## src/rtl/lvds_pixel_packer.sv

```systemverilog
// FPD-Link style pixel packer: maps one RGB666 pixel plus syncs onto three 7-bit
// data lanes and a 7-bit clock lane, shifted out MSB first at the 7x bit clock.
module lvds_pixel_packer #(
  parameter logic [6:0]  CLK_PATTERN = 7'b1100011,
  parameter logic        IDLE_HS     = 1'b1,
  parameter logic        IDLE_VS     = 1'b1,
  parameter int unsigned UNDERRUN_W  = 16
) (
  input  logic                  clk,
  input  logic                  rst,
  input  logic                  pix_valid,
  input  logic [5:0]            red,
  input  logic [5:0]            green,
  input  logic [5:0]            blue,
  input  logic                  hsync,
  input  logic                  vsync,
  input  logic                  de,
  output logic                  pix_ready,
  output logic [2:0]            lane_bit,
  output logic                  clk_bit,
  output logic [UNDERRUN_W-1:0] underrun_cnt
);

  localparam logic [2:0] PH_LAST = 3'd6;
  localparam logic [6:0] BLANK2  = {1'b0, IDLE_VS, IDLE_HS, 4'b0000};

  logic [2:0]            r_ph;
  logic                  r_pix_ready;
  logic [6:0]            r_lane0;
  logic [6:0]            r_lane1;
  logic [6:0]            r_lane2;
  logic [6:0]            r_clk_sr;
  logic [UNDERRUN_W-1:0] r_underrun;

  logic [6:0] w_word0;
  logic [6:0] w_word1;
  logic [6:0] w_word2;

  // Underrun substitutes blanking: black pixel, DE low, syncs at their idle levels.
  always_comb begin
    w_word0 = '0;
    w_word1 = '0;
    w_word2 = BLANK2;
    if (pix_valid) begin
      w_word0 = {green[0], red[5:0]};
      w_word1 = {blue[1:0], green[5:1]};
      w_word2 = {de, vsync, hsync, blue[5:2]};
    end
  end

  always_ff @(posedge clk) begin
    if (rst) begin
      r_ph        <= '0;
      r_pix_ready <= 1'b0;
      r_lane0     <= '0;
      r_lane1     <= '0;
      r_lane2     <= BLANK2;
      r_clk_sr    <= CLK_PATTERN;
      r_underrun  <= '0;
    end else begin
      r_ph        <= (r_ph == PH_LAST) ? 3'd0 : r_ph + 3'd1;
      // Registered so the strobe is high exactly while r_ph == PH_LAST.
      r_pix_ready <= (r_ph == PH_LAST - 3'd1);
      if (r_ph == PH_LAST) begin
        r_lane0  <= w_word0;
        r_lane1  <= w_word1;
        r_lane2  <= w_word2;
        r_clk_sr <= CLK_PATTERN;
        if (!pix_valid && !(&r_underrun))
          r_underrun <= r_underrun + UNDERRUN_W'(1);
      end else begin
        r_lane0  <= {r_lane0[5:0], 1'b0};
        r_lane1  <= {r_lane1[5:0], 1'b0};
        r_lane2  <= {r_lane2[5:0], 1'b0};
        r_clk_sr <= {r_clk_sr[5:0], 1'b0};
      end
    end
  end

  assign pix_ready    = r_pix_ready;
  assign lane_bit     = {r_lane2[6], r_lane1[6], r_lane0[6]};
  assign clk_bit      = r_clk_sr[6];
  assign underrun_cnt = r_underrun;

endmodule

```

## config.mk

```make
export PLATFORM = sky130hd
export DESIGN_NAME = lvds_pixel_packer
export DESIGN_NICKNAME = d
export VERILOG_FILES = /design/src/rtl/lvds_pixel_packer.sv
export SDC_FILE = /design/constraint.sdc
export NUM_CORES = 1
export LEC_CHECK = 0
export CAP_MARGIN = 20
export CORE_ASPECT_RATIO = 0.7
export CORE_MARGIN = 3
export CORE_UTILIZATION = 48
export DETAILED_ROUTE_END_ITERATION = 10
export PLACE_DENSITY = 0.79
export SYNTH_ARGS = -nofsm -noshare
export SYNTH_HDL_FRONTEND = slang
export SYNTH_SLANG_ARGS = --single-unit
```

## constraint.sdc

```tcl
create_clock -name clk -period 2.05 [get_ports clk]
set_input_delay 0.5125 -clock clk [delete_from_list [all_inputs] [get_ports clk]]
set_output_delay 0.5125 -clock clk [all_outputs]
set_load 0.01 [all_outputs]
```

==> results.md <==
- Outcome: finished, final reports clean
- Global-route wire length before repair: 7040 um
- Final Routed Wirelength: 4120 um
- Gate power share: 6.4%
- Syn_nets: 208
- Initial antenna violation count: 0
- Layout cells sized above 1: 10.4%
- Via count: 1531
- Placer Congestion: 0.806
- DRT Pass-1 Iters: 4
- Vias in the first global route: 1500
- YS warnings: 0
- Critical path class: in2reg
- Synth Instances: 180
- Crit path required time: 2.23 ns
- Synth top area share: 51.4%
- Register bit total from synthesis: 48
- Net Sw Power: 0.344 mW
- Placed cell count: 272
- CP Launch Type: input port
- Crit path DAT: 2.15 ns
- Sw Ratio: 21.0%
- Final count of hold timing violations: 0
- Layout area overhead: 33.2%
- Die height: 58.2 um
- Final Skew: 0.00827 ns
- Root buf cell: clkbuf_8
- Register area share after synthesis: 51.4%
- Post-synth cell types: 40
- Starting Density: 51.5%
- Skew-Pair Late Insertion Delay: 0.30 ns
- Fin crit share: 96.0%
- Drt via density: 5.47
- Power per Cell Area: 657 mW/mm^2
- Wire length per cell: 14.7 um
- Seq pwr share: 58.8%
- Die area: 0.00469 sq mm
- Antenna Cells: 0
- CTS max path bufs: 2
- Iteration-0 DRC Markers: 56
- Fmax: 508 MHz
- IO Count: 45
- Crit path capture type: flip-flop
- R2r setup slk: 0.22 ns
- Max VDD drop: 0.000476 V
- Area contributors post-synth: dfxtp_1, a22o_1, a21oi_1
- Hold crit path type: reg2reg
- Crit path max fanout: 7
- Relative slew margins: 52.5%
- Hold EP: r_clk_sr[6]$_SDFF_PP1_
- Hold Path Origin: r_clk_sr[5]$_SDFF_PP1_
- Post-synth top area cell: dfxtp_1
- Core ar.: 0.00363 sq mm
- Routed Antenna Nets: 0
- Unrepaired setup endpoints after global routing: false
- Util after Layout: 68.6%
- Fin. max-slew vios: 0
- Pin slew with the least headroom to its limit: 0.711 ns
- Total GRT Usage: 19.6%
- Max-cap viol count: 0
- Asr flop ratio synth: 0%
- Crit path largest cell delay: 0.47 ns
- Top_reg_cell synth: dfxtp_1
- Clock Power Share: 34.8%
- Most frequent cells in the layout: dfxtp_1, clkdlybuf4s50_1, a22o_1
- Rows: 18
- Crit Reg-Reg Startpoint: underrun_cnt[0]$_SDFFE_PP0P_
- Total gr overflow: 0
- DRC: 0
- Post-Syn Area: 0.00187 sq mm
- R2R cell count: 6
- Lkg Pwr: 0.910 nW
- Clock transition at path regs: 0.08 ns
- CTS tree: done
- HPWL after detailed placement: 3100 um
- Largest net degree at the start of global routing: 20
- Leading cell type in the layout, fill and taps excluded: dfxtp_1
- Port bufs: 44
- Worst path cell trace: clkdlybuf4s50_1, and4b_4, nand4_4, nor4_2, mux2_1
- Fin crit period: 1.97 ns
- Hold path cells: 1
- Die extent in x: 80.6 um
- Power Internal: 1.29 mW
- # H-tree levels: 2
- Fin nets: 257
- Critical R2R Capture: underrun_cnt[1]$_SDFFE_PP0P_
- Clk sinks: 48
- Total CTS buffers: 5
- Post-synth EDFFs: 0
- Crit-path slowest cell: clkdlybuf4s50_1
- Final non-filler cell total: 280
- Average cell area after synthesis: 10.4 sq um
- Final setup fails: 0
[through the flow]
stage | setup WS (ns) | instance area (sq um) | total power, mW | setup TNS [ns] | hold WS (ns)
6_report | 0.0824 | 2490 | 1.63 | 0 | 0.418
5_1_grt | 0.00675 | 2490 | 1.71 | 0 | 0.436
4_1_cts | 0.0597 | 2470 | 1.66 | 0 | 0.425
3_5_place_dp | -0.261 | 2380 | 1.09 | -3.69 | 0.402
2_1_floorplan | 0.340 | 1870 | 1.02 | 0 | 0.386
3_3_place_gp | -0.196 | 2380 | 1.08 | -1.87 | 0.390
[routing by layer]
| metal | global-route usage (%) | up-vias | wire length [um] | share of wire, % |
|---|---|---|---|---|
| li1 | - | 769 | - | - |
| met1 | 25.7 | 717 | 1850 | 45 |
| met2 | 31.0 | 43 | 1990 | 48 |
| met3 | 7.92 | 2 | 254 | 6.2 |
| met4 | 3.61 | 0 | 25 | 0.61 |
| met5 | 0 | - | 0 | 0 |
[power by group through the flow]
stage / registers (mW) / logic [mW] / clock network [mW]
4_1_cts: 0.961 / 0.104 / 0.593
6_report: 0.961 / 0.104 / 0.569
5_1_grt: 0.964 / 0.115 / 0.628
3_3_place_gp: 0.982 / 0.0993 / 0
3_5_place_dp: 0.983 / 0.103 / 0
2_1_floorplan: 0.981 / 0.0391 / 0
[worst max path at each step]
stage | from | to | cells after the start | slack (ns)
final | pix_valid | underrun_cnt[15]$_SDFFE_PP0P_ | 5 | 0.08
after global routing | pix_valid | underrun_cnt[15]$_SDFFE_PP0P_ | 5 | 0.007
after CTS | pix_valid | underrun_cnt[15]$_SDFFE_PP0P_ | 5 | 0.06
after detailed placement | pix_valid | underrun_cnt[15]$_SDFFE_PP0P_ | 5 | -0.26
after global placement | pix_valid | underrun_cnt[15]$_SDFFE_PP0P_ | 5 | -0.20
after floorplan | pix_valid | underrun_cnt[15]$_SDFFE_PP0P_ | 4 | 0.34
[worst max-delay path: cells and delay by family]
kind                   cells  cell delay [ns]
and+or+nand+nor            3             0.81
muxes                      1             0.35
buffers and inverters      1             0.47
[cells by family (layout without fill, tap and decap cells)]
family	count (synthesis)	count (layout)	synth area share, %
flops	48	48	51.4
mux	1	1	0.603
fa+ha+maj	4	4	2.68
compound gates	49	49	18.8
buf+inv	19	69	4.49
xor+xnor	1	1	0.469
simple gates	58	58	21.6
[timing repair]
action                                  4_1_cts  5_1_grt
gates resized for setup                       0        2
hold buffers                                  0        0
buffers inserted                              0        0
endpoints found under the setup margin        0       20
[cell usage after synthesis, drive strengths merged (5+ instances only)]
library cell  count
clkbuf            6
nand2             6
a22o             16
or4               8
nor2              5
inv               9
a21oi            14
o31ai             9
nand4             7
nand2b            5
dfxtp            48
and2              6
[flip-flops by register name, indices dropped and copies added, names as in the netlist]
| name | flops |
|---|---|
| pix_ready | 1 |
| r_ph | 3 |
| r_lane2 | 7 |
| r_clk_sr | 7 |
| r_lane1 | 7 |
| underrun_cnt | 16 |
| r_lane0 | 7 |
[layout make-up]
| cell class | instances | area, sq um |
|---|---|---|
| clock buffer | 7 | 86.3 |
| inverter | 9 | 33.8 |
| fill | 281 | 1140 |
| tap | 50 | 62.6 |
| sequential | 48 | 961 |
| timing repair buffer | 52 | 500 |
| multi-input combinational | 113 | 836 |
| clock inverter | 1 | 7.51 |
Power figures use the tool's default switching activity.
